===== src/rtl/ra_bist_march_ctl.sv =====
// ra_bist_march_ctl
//   March C- BIST sequencer for the 64x72 toysram register array
//   (2 read ports, 1 write port). While busy=1 the array-side mux selects
//   the bist_* stimulus produced here. Read data from both ports is checked
//   against the expected background, and pass/fail plus first-fail debug
//   information is reported.
//
//   Elements (B = background, ~B = inverse background):
//     E0 up w(B)   E1 up r(B),w(~B)   E2 up r(~B),w(B)
//     E3 dn r(B),w(~B)   E4 dn r(~B),w(B)   E5 up r(B)
//
// Configuration macro:
//   BIST_CHECKERBOARD_EN - after the solid pass, repeat E0..E5 with a
//                          checkerboard background and add the fail_bg port.
//
// Ports:
//   clk, reset            clock, asynchronous active-high reset
//   start, abort          run control (abort wins over start)
//   busy, done, pass      run status
//   fail, fail_elem,
//   fail_adr, fail_port,
//   err_cnt               sticky miscompare flag and first-fail capture
//   fail_bg               background of first miscompare (checkerboard build only)
//   bist_rd0/rd1_*        read stimulus (both ports share enable/address)
//   bist_wr0_*            write stimulus
//   rd0_dat, rd1_dat      array read data, valid RD_LAT cycles after enable
//   dbg_state             current FSM state (IDLE=0, RUN=1, DRAIN=2, DONE=3)
//
// Control handshake: start is a single-cycle request sampled on the rising
// edge; it is accepted only in IDLE or DONE and only when abort is low.
// abort is sampled every edge and returns the FSM to IDLE from any state.
module ra_bist_march_ctl #(
    parameter int ADR_W  = 6,
    parameter int DAT_W  = 72,
    parameter int RD_LAT = 1
) (
    input  logic             clk,
    input  logic             reset,
    input  logic             start,
    input  logic             abort,
    output logic             busy,
    output logic             done,
    output logic             pass,
    output logic             fail,
    output logic [2:0]       fail_elem,
    output logic [ADR_W-1:0] fail_adr,
    output logic [1:0]       fail_port,
    output logic [7:0]       err_cnt,
`ifdef BIST_CHECKERBOARD_EN
    output logic             fail_bg,
`endif
    output logic             bist_rd0_enb,
    output logic [ADR_W-1:0] bist_rd0_adr,
    output logic             bist_rd1_enb,
    output logic [ADR_W-1:0] bist_rd1_adr,
    output logic             bist_wr0_enb,
    output logic [ADR_W-1:0] bist_wr0_adr,
    output logic [DAT_W-1:0] bist_wr0_dat,
    input  logic [DAT_W-1:0] rd0_dat,
    input  logic [DAT_W-1:0] rd1_dat,
    output logic [1:0]       dbg_state
);

    typedef enum logic [1:0] {
        S_IDLE  = 2'd0,
        S_RUN   = 2'd1,
        S_DRAIN = 2'd2,
        S_DONE  = 2'd3
    } state_t;

`ifdef BIST_CHECKERBOARD_EN
    localparam bit CHK_EN = 1'b1;
`else
    localparam bit CHK_EN = 1'b0;
`endif

    localparam logic [ADR_W-1:0] IDX_MAX    = '1;
    localparam logic [1:0]       DRAIN_LAST = 2'(RD_LAT - 1);
    localparam logic [DAT_W-1:0] PAT_SOLID  = '0;
    localparam logic [DAT_W-1:0] PAT_CHECK  = {(DAT_W/2){2'b01}};

    state_t           state_q, state_d;
    logic             launch;
    logic [2:0]       elem_q;
    logic [ADR_W-1:0] idx_q;
    logic             phase_q;   // 0: read slot, 1: write slot of an r,w element
    logic             bg_q;      // 0: solid background, 1: checkerboard
    logic [1:0]       drain_q;

    logic             run;
    logic             rw_elem;
    logic             down_elem;
    logic             op_rd;
    logic             op_wr;
    logic             last_op;
    logic [ADR_W-1:0] op_adr;
    logic [DAT_W-1:0] bg_pat;
    logic [DAT_W-1:0] exp_dat;
    logic [DAT_W-1:0] wr_dat;

    // Compare pipe: one entry per read, aligned with the array read latency.
    logic             pv_q    [RD_LAT];
    logic [2:0]       pelem_q [RD_LAT];
    logic [ADR_W-1:0] padr_q  [RD_LAT];
    logic [DAT_W-1:0] pexp_q  [RD_LAT];
`ifdef BIST_CHECKERBOARD_EN
    logic             pbg_q   [RD_LAT];
`endif

    logic             mis0;
    logic             mis1;
    logic             cmp_hit;

    // ------------------------------------------------------------------
    // Sequencing decode
    // ------------------------------------------------------------------
    always_comb begin
        run       = (state_q == S_RUN);
        rw_elem   = (elem_q >= 3'd1) && (elem_q <= 3'd4);
        down_elem = (elem_q == 3'd3) || (elem_q == 3'd4);
        // E0 is write-only, E5 read-only; r,w elements read in phase 0.
        op_rd     = run && (elem_q != 3'd0) && !phase_q;
        op_wr     = run && ((elem_q == 3'd0) || phase_q);
        op_adr    = down_elem ? ~idx_q : idx_q;
        bg_pat    = bg_q ? PAT_CHECK : PAT_SOLID;
        // Odd elements read B and write ~B; even elements the opposite.
        exp_dat   = elem_q[0] ? bg_pat : ~bg_pat;
        wr_dat    = elem_q[0] ? ~bg_pat : bg_pat;
        last_op   = run && (elem_q == 3'd5) && (idx_q == IDX_MAX) &&
                    (bg_q || !CHK_EN);
    end

    // ------------------------------------------------------------------
    // FSM
    // ------------------------------------------------------------------
    always_ff @(posedge clk or posedge reset) begin
        if (reset) begin
            state_q <= S_IDLE;
        end else begin
            state_q <= state_d;
        end
    end

    always_comb begin
        state_d = state_q;
        launch  = 1'b0;
        unique case (state_q)
            S_IDLE, S_DONE: begin
                if (abort) begin
                    state_d = S_IDLE;
                end else if (start) begin
                    state_d = S_RUN;
                    launch  = 1'b1;
                end
            end
            S_RUN: begin
                if (abort) begin
                    state_d = S_IDLE;
                end else if (last_op) begin
                    state_d = S_DRAIN;
                end
            end
            S_DRAIN: begin
                if (abort) begin
                    state_d = S_IDLE;
                end else if (drain_q == DRAIN_LAST) begin
                    state_d = S_DONE;
                end
            end
            default: state_d = S_IDLE;
        endcase
    end

    // ------------------------------------------------------------------
    // Element / address / phase counters
    // ------------------------------------------------------------------
    always_ff @(posedge clk or posedge reset) begin
        if (reset) begin
            elem_q  <= 3'd0;
            idx_q   <= '0;
            phase_q <= 1'b0;
            bg_q    <= 1'b0;
            drain_q <= 2'd0;
        end else begin
            if (launch) begin
                elem_q  <= 3'd0;
                idx_q   <= '0;
                phase_q <= 1'b0;
                bg_q    <= 1'b0;
            end else if (run) begin
                if (rw_elem && !phase_q) begin
                    phase_q <= 1'b1;
                end else begin
                    phase_q <= 1'b0;
                    idx_q   <= idx_q + 1'b1;   // wraps to 0 at element end
                    if (idx_q == IDX_MAX) begin
                        if (elem_q == 3'd5) begin
                            elem_q <= 3'd0;
                            bg_q   <= CHK_EN;
                        end else begin
                            elem_q <= elem_q + 3'd1;
                        end
                    end
                end
            end
            drain_q <= (state_q == S_DRAIN) ? drain_q + 2'd1 : 2'd0;
        end
    end

    // ------------------------------------------------------------------
    // Compare pipe (flushed on abort so pending compares are dropped)
    // ------------------------------------------------------------------
    always_ff @(posedge clk or posedge reset) begin
        if (reset) begin
            for (int i = 0; i < RD_LAT; i++) begin
                pv_q[i]    <= 1'b0;
                pelem_q[i] <= 3'd0;
                padr_q[i]  <= '0;
                pexp_q[i]  <= '0;
`ifdef BIST_CHECKERBOARD_EN
                pbg_q[i]   <= 1'b0;
`endif
            end
        end else begin
            pv_q[0]    <= op_rd && !abort;
            pelem_q[0] <= elem_q;
            padr_q[0]  <= op_adr;
            pexp_q[0]  <= exp_dat;
`ifdef BIST_CHECKERBOARD_EN
            pbg_q[0]   <= bg_q;
`endif
            for (int i = 1; i < RD_LAT; i++) begin
                pv_q[i]    <= pv_q[i-1] && !abort;
                pelem_q[i] <= pelem_q[i-1];
                padr_q[i]  <= padr_q[i-1];
                pexp_q[i]  <= pexp_q[i-1];
`ifdef BIST_CHECKERBOARD_EN
                pbg_q[i]   <= pbg_q[i-1];
`endif
            end
        end
    end

    always_comb begin
        mis0    = (rd0_dat != pexp_q[RD_LAT-1]);
        mis1    = (rd1_dat != pexp_q[RD_LAT-1]);
        cmp_hit = pv_q[RD_LAT-1] && !abort && (mis0 || mis1);
    end

    // ------------------------------------------------------------------
    // Result capture: fail is sticky, first-fail fields load only once
    // ------------------------------------------------------------------
    always_ff @(posedge clk or posedge reset) begin
        if (reset) begin
            fail      <= 1'b0;
            fail_elem <= 3'd0;
            fail_adr  <= '0;
            fail_port <= 2'b00;
            err_cnt   <= 8'd0;
`ifdef BIST_CHECKERBOARD_EN
            fail_bg   <= 1'b0;
`endif
        end else if (launch) begin
            fail      <= 1'b0;
            fail_elem <= 3'd0;
            fail_adr  <= '0;
            fail_port <= 2'b00;
            err_cnt   <= 8'd0;
`ifdef BIST_CHECKERBOARD_EN
            fail_bg   <= 1'b0;
`endif
        end else if (cmp_hit) begin
            fail <= 1'b1;
            if (err_cnt != 8'hFF) begin
                err_cnt <= err_cnt + 8'd1;
            end
            if (!fail) begin
                fail_elem <= pelem_q[RD_LAT-1];
                fail_adr  <= padr_q[RD_LAT-1];
                fail_port <= {mis1, mis0};
`ifdef BIST_CHECKERBOARD_EN
                fail_bg   <= pbg_q[RD_LAT-1];
`endif
            end
        end
    end

    // ------------------------------------------------------------------
    // Outputs (addresses/data forced to 0 when the port is idle)
    // ------------------------------------------------------------------
    always_comb begin
        busy         = (state_q == S_RUN) || (state_q == S_DRAIN);
        done         = (state_q == S_DONE);
        pass         = done && !fail;
        bist_rd0_enb = op_rd;
        bist_rd1_enb = op_rd;
        bist_rd0_adr = op_rd ? op_adr : '0;
        bist_rd1_adr = op_rd ? op_adr : '0;
        bist_wr0_enb = op_wr;
        bist_wr0_adr = op_wr ? op_adr : '0;
        bist_wr0_dat = op_wr ? wr_dat : '0;
        dbg_state    = state_q;
    end

endmodule


===== config.mk =====
export PLATFORM = sky130hd
export DESIGN_NAME = ra_bist_march_ctl
export DESIGN_NICKNAME = d
export VERILOG_FILES = /design/src/rtl/ra_bist_march_ctl.sv
export SDC_FILE = /design/constraint.sdc
export NUM_CORES = 1
export LEC_CHECK = 0
export CAP_MARGIN = 20
export CORE_MARGIN = 10
export CORE_UTILIZATION = 35
export CTS_CLUSTER_DIAMETER = 200
export CTS_CLUSTER_SIZE = 30
export DETAILED_ROUTE_END_ITERATION = 8
export GPL_TIMING_DRIVEN = 0
export PLACE_DENSITY = 0.82
export SLEW_MARGIN = 0
export SYNTH_ARGS = -nofsm -noshare
export SYNTH_HDL_FRONTEND = slang
export SYNTH_SLANG_ARGS = --single-unit

===== constraint.sdc =====
create_clock -name clk -period 5 [get_ports clk]
set_input_delay 1 -clock clk [delete_from_list [all_inputs] [get_ports clk]]
set_output_delay 1 -clock clk [all_outputs]
set_load 0.01 [all_outputs]

==> run metrics, run 1 <==
status finished, final reports clean; Final Skew 12.94 ps; achievable frequency 0.2553 GHz; Via-to-Cell Ratio 4.985; HP Start drain_q[0]; sequential share of the synthesized area 0.3147; initial antenna violation count 0; pwr dens 162.5 nW/um^2; Post-Syn Instances 450; Setup CP Type flop to primary output; antenna-violating nets left 0; RSZ-0062 raised after global routing no; Hold Crit Depth 1; VDD IR-drop max 0.2024 mV; CTS tree built; Cell Chain, Critical Path nor3_1 -> o21ai_1 -> nor2_4 -> buf_12 -> buf_4 -> clkdlybuf4s50_1; Final Hold Fails 0; detailed placement HPWL 13830 um; Nets 879; # hold bufs at CTS 0; synth unique cells 44; RR Startpoint pexp_q[70]; CORE AREA 9864 sq um; CTS Buf Count 5; Final TNS setup 0 ps; Slew Limit Headroom 0.5299; Final setup viols 0; ant diodes 0; Least-Margin Pin Slew 705.2 ps; drc violations 0; internal power 727.6 uW; commonest non-fill, non-tap cell in the layout clkdlybuf4s50_1; clock power share 0.239; # clock sinks 45; GR Overflow Total 0; worst hold path type flop to flop; sw power 335.9 uW; R2R cell count 11; Starting Density 0.3628; Area Overhead vs Synth 82.90%; CP peak stage delay 550 ps; WHS Endpoint drain_q[0]; Hold WS 426.2 ps; worst endpoint data arrival time 2920 ps; Final period util 0.7835; number of DRC markers in iteration 0 181; Crit Reg-Reg Endpoint fail_adr[0]; Die Wd 121.1 um; Synth Flop Type dfrtp_1; Post-Syn Area 3578 sq um; combinational power share 0.360; Synth warnings 0; sw frac 0.3158; H-tree Lvls 2; Syn Nets 605; most frequent cells in the layout clkdlybuf4s50_1, buf_4, dfrtp_1; critical path fanouts, max 57; CP Buf/Inv Count 3; row cnt 36; Bufs on Longest Clock Path 2; FF+latch count, synth 45; die height 121.1 um; postcts setup bufs 0; reg-to-reg slack, setup 2360 ps; Post-Route Utilization 0.6635; CP Capture Type primary output; Flop pwr share 0.401; setup ws final 1083 ps; Min Clock Period, post-route 3917 ps; CP Launch Type flop; largest net degree at the start of global routing 58; synthesized area per cell 7.952 sq um; clock-pin slew on the worst setup and hold paths 90 ps; Worst path slowest cell clkdlybuf4s50_1; final wirelength 16370 um; clock latency at the later pin of the worst-skew pair 310 ps; first-pass GRT wire length 24440 um; # IOs 266; final-report max-slew violation count 0; CTS resizes 0; GRT Total Usage 0.2102; port buffer count 264; worst slack, placed 1416 ps; max cap viols 0; number of enable flip-flop cells after synthesis 0; layout cells sized above 1 0.1393; Req. time, crit path 4000 ps; die area 14670 sq um; wire per inst 19.08 um; CP top delay family buffers and inverters; leakage power 2.779 nW; vias 4277; FFs w/ async S/R, synth 1.000; DR pass1 iterations 5; CTS root buf clkbuf_8; vias in the first global route 4200; RD Place Congestion 0.9645
## kinds of logic after synthesis
group	synth area share
simple gates	0.3332
buf+inv	0.2031
compound gates	0.08497
flops	0.3147
xor+xnor	0.03671
fa+ha+maj	0.02447
mux	0.002797
## synthesized netlist by cell type (2+ instances only)
cell type | n | area [sq um]
a21oi_1 | 8 | 40.04
a222oi_1 | 2 | 20.02
a31o_1 | 2 | 17.52
and2_1 | 2 | 12.51
and3_1 | 6 | 37.54
buf_2 | 2 | 10.01
buf_4 | 80 | 600.6
buf_6 | 3 | 33.78
clkbuf_1 | 5 | 18.77
dfrtp_1 | 45 | 1126
ha_1 | 7 | 87.58
inv_1 | 17 | 63.81
nand2_1 | 40 | 150.1
nand3_1 | 35 | 175.2
nand3b_1 | 2 | 15.01
nand4_1 | 24 | 150.1
nor2_1 | 41 | 153.9
nor2b_1 | 3 | 18.77
nor3_1 | 22 | 110.1
nor4_1 | 18 | 112.6
o21a_1 | 2 | 15.01
o21ai_0 | 13 | 65.06
o21ai_1 | 3 | 15.01
o22a_1 | 6 | 52.55
or3_1 | 18 | 112.6
or4_1 | 13 | 97.59
xnor2_1 | 3 | 26.28
xor2_1 | 12 | 105.1
## cell type report
type	count	area, sq um
inverter	17	63.81
clock inverter	1	8.758
fill	789	3319
timing repair buffer	267	2688
sequential	45	1126
clock buffer	7	96.34
buffer	90	663.1
tap	133	166.4
multi-input combinational	298	1733
## power groups by stage
stage	Combinational (mW)	Clock (mW)	Sequential, mW
finish	0.383	0.255	0.426
global route	0.420	0.274	0.429
CTS	0.384	0.258	0.425
detailed placement	0.380	0	0.432
global placement	0.365	0	0.429
floorplan	0.160	0	0.427
## worst max path at each step
stage / start / end / slack (ps) / cells after the start
final: elem_q[2] / bist_wr0_dat[49] / 1080 / 6
after global routing: elem_q[1] / bist_wr0_dat[49] / 850 / 6
after CTS: elem_q[1] / bist_wr0_dat[49] / 1060 / 6
after detailed placement: elem_q[2] / bist_wr0_dat[49] / 1420 / 6
after global placement: elem_q[2] / bist_wr0_dat[0] / -850 / 4
after floorplan: elem_q[2] / bist_wr0_dat[10] / 290 / 4
## routing by layer
metal	up-vias	GRT usage	wire length [um]
met3	16	0.05444	1488
met1	2002	0.2198	5772
met4	0	0.03469	137
li1	2094	-	-
met5	-	0	0
met2	165	0.4119	8974
## stage by stage
stage | power (mW) | instances | cell area, sq um
2_1_floorplan | 0.5869 | 450 | 3578
3_3_place_gp | 0.7942 | 847 | 6387
3_5_place_dp | 0.8117 | 850 | 6440
4_1_cts | 1.067 | 858 | 6545
5_1_grt | 1.124 | 858 | 6545
6_report | 1.063 | 858 | 6545
## flip-flops by register name, summed over array words and instances, names as in the netlist, 2 cells and up
register and cells:
pelem_q 3, drain_q 2, padr_q 6, fail_elem 3, err_cnt 8, fail_adr 6, fail_port 2, idx_q 6
elem_q 3, dbg_state 2
No activity file was read; power rests on OpenSTA's default activity.
==> inputs of run 2 (changes only) <==
==> constraint.sdc (replaced) <==
create_clock -name clk -period 3.78 [get_ports clk]
set_input_delay 0.756 -clock clk [delete_from_list [all_inputs] [get_ports clk]]
set_output_delay 0.756 -clock clk [all_outputs]
set_load 0.01 [all_outputs]
==> run metrics, run 2 (synthesis results as in run 1) <==
row cnt 36 (unchanged); vias in the first global route 4343 (was 4200); commonest non-fill, non-tap cell in the layout clkdlybuf4s50_1 (unchanged); layout cells sized above 1 0.1429 (was 0.1393); largest net degree at the start of global routing 53 (was 58); CTS root buf clkbuf_8 (unchanged); Reg with most FFs err_cnt (unchanged); final-report max-slew violation count 0 (unchanged); Slew Limit Headroom 0.3898 (was 0.5299); Setup CP Type flop to primary output (unchanged); Starting Density 0.3628 (unchanged); wire per inst 19.36 um (was 19.08 um); Least-Margin Pin Slew 914.0 ps (was 705.2 ps); CTS resizes 0 (unchanged); RSZ-0062 raised after global routing no (unchanged); pwr dens 211.1 nW/um^2 (was 162.5 nW/um^2); final wirelength 16690 um (was 16370 um); vias 4277 (unchanged); first-pass GRT wire length 25190 um (was 24440 um); setup ws final 263.7 ps (was 1083 ps); Worst path slowest cell clkdlybuf4s50_1 (unchanged); Nets 882 (was 879); antenna-violating nets left 0 (unchanged); postcts setup bufs 0 (unchanged); worst hold path type flop to flop (unchanged); clock-pin slew on the worst setup and hold paths 90 ps (about the same); Final period util 0.9302; Fill cells 777 (was 789); detailed placement HPWL 14180 um (was 13830 um); worst slack, placed 385.5 ps (was 1416 ps); leakage power 2.778 nW (was 2.779 nW); Bufs on Longest Clock Path 2 (unchanged); max cap viols 0 (unchanged); Reg area 1126 sq um (unchanged); CTS Buf Count 5 (unchanged); status finished, final reports clean (unchanged); CP peak stage delay 540 ps (was 550 ps); M1 WL 5804 um (was 5772 um); CP top delay family buffers and inverters (unchanged); VDD IR-drop max 0.3070 mV (was 0.2024 mV); die height 121.1 um (unchanged); die area 14670 sq um (unchanged); H-tree Lvls 2 (unchanged); routed wl met3 1584 um (was 1488 um); Max Used Layer met4 (unchanged); R2R cell count 10 (was 11); CP Launch Type flop (unchanged); Via-to-Cell Ratio 4.962 (was 4.985); Critical Path Stages 6 (unchanged); Min Clock Period, post-route 3516 ps; # clock sinks 45 (unchanged); Final Skew 9.055 ps (was 12.94 ps); initial antenna violation count 1 (was 0); CP Capture Type primary output (unchanged); # hold bufs at CTS 0 (unchanged); GRT Total Usage 0.2164 (was 0.2102); dpl cells 848 (was 850); achievable frequency 0.2844 GHz; critical path fanouts, max 52 (was 57); number of DRC markers in iteration 0 241 (was 181); CP Buf/Inv Count 3 (unchanged); CORE AREA 9864 sq um (unchanged); Final Instance Count excl. Fillers 862 (was 858); Area Overhead vs Synth 82.90% (unchanged); port buffer count 264 (unchanged); max reg flops 8 (unchanged); worst endpoint data arrival time 2760 ps (was 2920 ps); Final TNS setup 0 ps (unchanged); Post-Route Utilization 0.6635 (unchanged); clock latency at the later pin of the worst-skew pair 300 ps (was 310 ps); Pwr Total 1.381 mW (was 1.063 mW); met2 WL 8797 um (was 8974 um); Req. time, crit path 3020 ps (was 4000 ps); Hold Crit Depth 1 (unchanged); Die Wd 121.1 um (unchanged); Final setup viols 0 (unchanged); # IOs 266 (unchanged); DR pass1 iterations 4 (was 5); drc violations 0 (unchanged); GR Overflow Total 0 (unchanged); RD Place Congestion 0.9462 (was 0.9645); most frequent cells in the layout clkdlybuf4s50_1, buf_4, dfrtp_1 (unchanged); Final Hold Fails 0 (unchanged); CTS tree built (unchanged); Cell Chain, Critical Path nor3_1 -> o21ai_1 -> nor2_4 -> buf_12 -> buf_4 -> clkdlybuf4s50_1 (unchanged); area occupied by multi-input gates 1739 sq um (was 1733 sq um)
[run 2: worst register-to-register path, stage by stage (launching register included)]
cell      delay (ps)
dfrtp_1          390
buf_6            140
buf_4            180
nor3_1           200
nand3_1          100
a222oi_1         430
nand4_1          340
o21ai_1          250
buf_4            200
nand2_1           80
a21oi_1          150
[run 2: cell type report]
class,instances,area share
antenna,1,0.0003823
buffer,90,0.1013
clock buffer,5,0.01051
clock inverter,3,0.003823
inverter,17,0.009750
multi-input combinational,299,0.2657
sequential,45,0.1721
tap,133,0.02543
timing repair buffer,269,0.4110
[run 2: worst paths after layout]
path / from / slack [ps] / end
min in group asynchronous: reset / 970 / fail_adr[4]
min reg2reg: drain_q[0] / 430 / drain_q[0]
min: drain_q[0] / 430 / drain_q[0]
max reg2reg: pexp_q[70] / 1250 / fail_port[1]
max in group asynchronous: reset / 2230 / pv_q
max: elem_q[2] / 260 / bist_wr0_dat[43]
[run 2: metal layers]
layer | track usage | vias up
li1 | - | 2084
met1 | 0.2199 | 2008
met2 | 0.4109 | 150
met3 | 0.06515 | 35
met4 | 0.06787 | 0
met5 | 0 | -
[run 2: stage by stage]
stage               area [sq um]  hold WS [ps]
CTS                         6509         431.8
global route                6545         460.2
detailed placement          6415         418.2
floorplan                   3581         402.4
finish                      6545         429.3
global placement            6390         414.1
[run 2: where the power goes]
part	total [mW]	switching [mW]	internal (mW)
Clock	0.307	0.174	0.133
Combinational	0.512	0.241	0.270
Sequential	0.563	0.0414	0.521
==> inputs of run 3 (changes only) <==
--- a/config.mk
+++ b/config.mk
@@ -5,7 +5,7 @@
 export SDC_FILE = /design/constraint.sdc
 export NUM_CORES = 1
 export LEC_CHECK = 0
-export CAP_MARGIN = 20
+export CAP_MARGIN = 5
 export CORE_MARGIN = 10
 export CORE_UTILIZATION = 35
 export CTS_CLUSTER_DIAMETER = 200
==> run metrics, run 3 (synthesis results as in run 1) <==
status finished, final reports clean (unchanged); layout cells sized above 1 0.1429 (unchanged); GRT Total Usage 0.2164 (unchanged); Final Skew 9.055 ps (unchanged); Bufs on Longest Clock Path 2 (unchanged); area occupied by multi-input gates 1739 sq um (unchanged); Post-Route Utilization 0.6635 (unchanged); CTS root buf clkbuf_8 (unchanged); worst hold path type flop to flop (unchanged); R2R cell count 10 (unchanged); Area Overhead vs Synth 82.90% (unchanged); Hold WS 429.3 ps (unchanged); HP Start drain_q[0] (unchanged); CTS resizes 0 (unchanged); CTS tree built (unchanged); Req. time, crit path 3020 ps (about the same); worst endpoint data arrival time 2760 ps (about the same); die height 121.1 um (unchanged); vias 4277 (unchanged); RSZ-0062 raised after global routing no (unchanged); first-pass GRT wire length 25190 um (unchanged); max cap viols 0 (unchanged); # hold bufs at CTS 0 (unchanged); Die Wd 121.1 um (unchanged); vias in the first global route 4343 (unchanged); final-report max-slew violation count 0 (unchanged); detailed placement HPWL 14180 um (unchanged); port buffer count 264 (unchanged); H-tree Lvls 2 (unchanged); clock latency at the later pin of the worst-skew pair 300 ps (about the same); CTS Buf Count 5 (unchanged); max reg flops 8 (unchanged); # clock sinks 45 (unchanged); Reg area 1126 sq um (unchanged); # IOs 266 (unchanged); critical path fanouts, max 52 (unchanged); WHS Endpoint drain_q[0] (unchanged); wire per inst 19.36 um (unchanged); RD Place Congestion 0.9462 (unchanged); achievable frequency 0.2844 GHz (unchanged); leakage power 2.778 nW (unchanged); number of DRC markers in iteration 0 241 (unchanged); VDD IR-drop max 0.3070 mV (unchanged); RR Startpoint pexp_q[70] (unchanged); reg-to-reg slack, setup 1250 ps (about the same); Min Clock Period, post-route 3516 ps (unchanged); DR pass1 iterations 4 (unchanged); antenna-violating nets left 0 (unchanged); CORE AREA 9864 sq um (unchanged); clock-pin slew on the worst setup and hold paths 90 ps (about the same); GR Overflow Total 0 (unchanged); placed instance area 6415 sq um (unchanged); finished layout cell area 6545 sq um (unchanged); Via-to-Cell Ratio 4.962 (unchanged); Least-Margin Pin Slew 914.0 ps (unchanged); commonest non-fill, non-tap cell in the layout clkdlybuf4s50_1 (unchanged); CP Launch Type flop (unchanged); Final period util 0.9302 (unchanged); row cnt 36 (unchanged); Final Instance Count excl. Fillers 862 (unchanged); Slew Limit Headroom 0.3898 (unchanged); Hold Crit Depth 1 (unchanged); Pwr Total 1.381 mW (unchanged); CP Capture Type primary output (unchanged); Final setup viols 0 (unchanged); initial antenna violation count 1 (unchanged); Reg with most FFs err_cnt (unchanged); Crit. Startpoint elem_q[2] (unchanged); Crit Reg-Reg Endpoint fail_port[1] (unchanged); most frequent cells in the layout clkdlybuf4s50_1, buf_4, dfrtp_1 (unchanged); Fill cells 777 (unchanged); postcts setup bufs 0 (unchanged); Final Hold Fails 0 (unchanged); pwr dens 211.1 nW/um^2 (unchanged); Starting Density 0.3628 (unchanged); final wirelength 16690 um (unchanged); largest net degree at the start of global routing 53 (unchanged); dpl cells 848 (unchanged); Nets 882 (unchanged); Setup CP Type flop to primary output (unchanged); drc violations 0 (unchanged); die area 14670 sq um (unchanged)
[run 3: cell counts in the layout (fill, tap and decap cells not counted)]
No cell type changed its count.
[run 3: cell type report]
cell class / count / area share
multi-input cells: 299 / 0.2657
flip-flops and latches: 45 / 0.1721
diodes: 1 / 0.0003823
clock inverters: 3 / 0.003823
well taps: 133 / 0.02543
repair buffers: 269 / 0.4110
inverters: 17 / 0.009750
plain buffers: 90 / 0.1013
clock buffers: 5 / 0.01051
[run 3: worst max-delay path, cell delays in order, from the launching register on]
cell and delay, ps:
dfrtp_1 450, nor3_1 400, o21ai_1 370, nor2_4 300
buf_12 250, buf_4 150, clkdlybuf4s50_1 540
[run 3: worst max-delay path by stage]
stage / endpoint / slack [ps]
6_report: bist_wr0_dat[43] / 260
5_1_grt: bist_wr0_dat[43] / 70
4_1_cts: bist_wr0_dat[47] / 50
3_5_place_dp: bist_wr0_dat[47] / 390
3_3_place_gp: bist_wr0_dat[39] / -740
2_1_floorplan: bist_wr0_dat[10] / 270
[run 3: per-layer routing]
| metal | track usage | share of wire | vias to the layer above |
|---|---|---|---|
| met5 | 0 | 0 | - |
| met4 | 0.06787 | 0.030 | 0 |
| met3 | 0.06515 | 0.095 | 35 |
| met2 | 0.4109 | 0.53 | 150 |
| met1 | 0.2199 | 0.35 | 2008 |
| li1 | - | - | 2084 |
[run 3: report_power, final]
part	internal, mW	switching (mW)
clock	0.133	0.174
sequential	0.521	0.0414
combinational	0.270	0.241
total	0.925	0.457
[run 3: metrics by stage]
step,TNS (ps),setup WS [ps]
after floorplan,0,271.1
after global placement,-52160,-743.5
after detailed placement,0,385.5
after CTS,0,45.79
after global routing,0,68.75
final,0,263.7
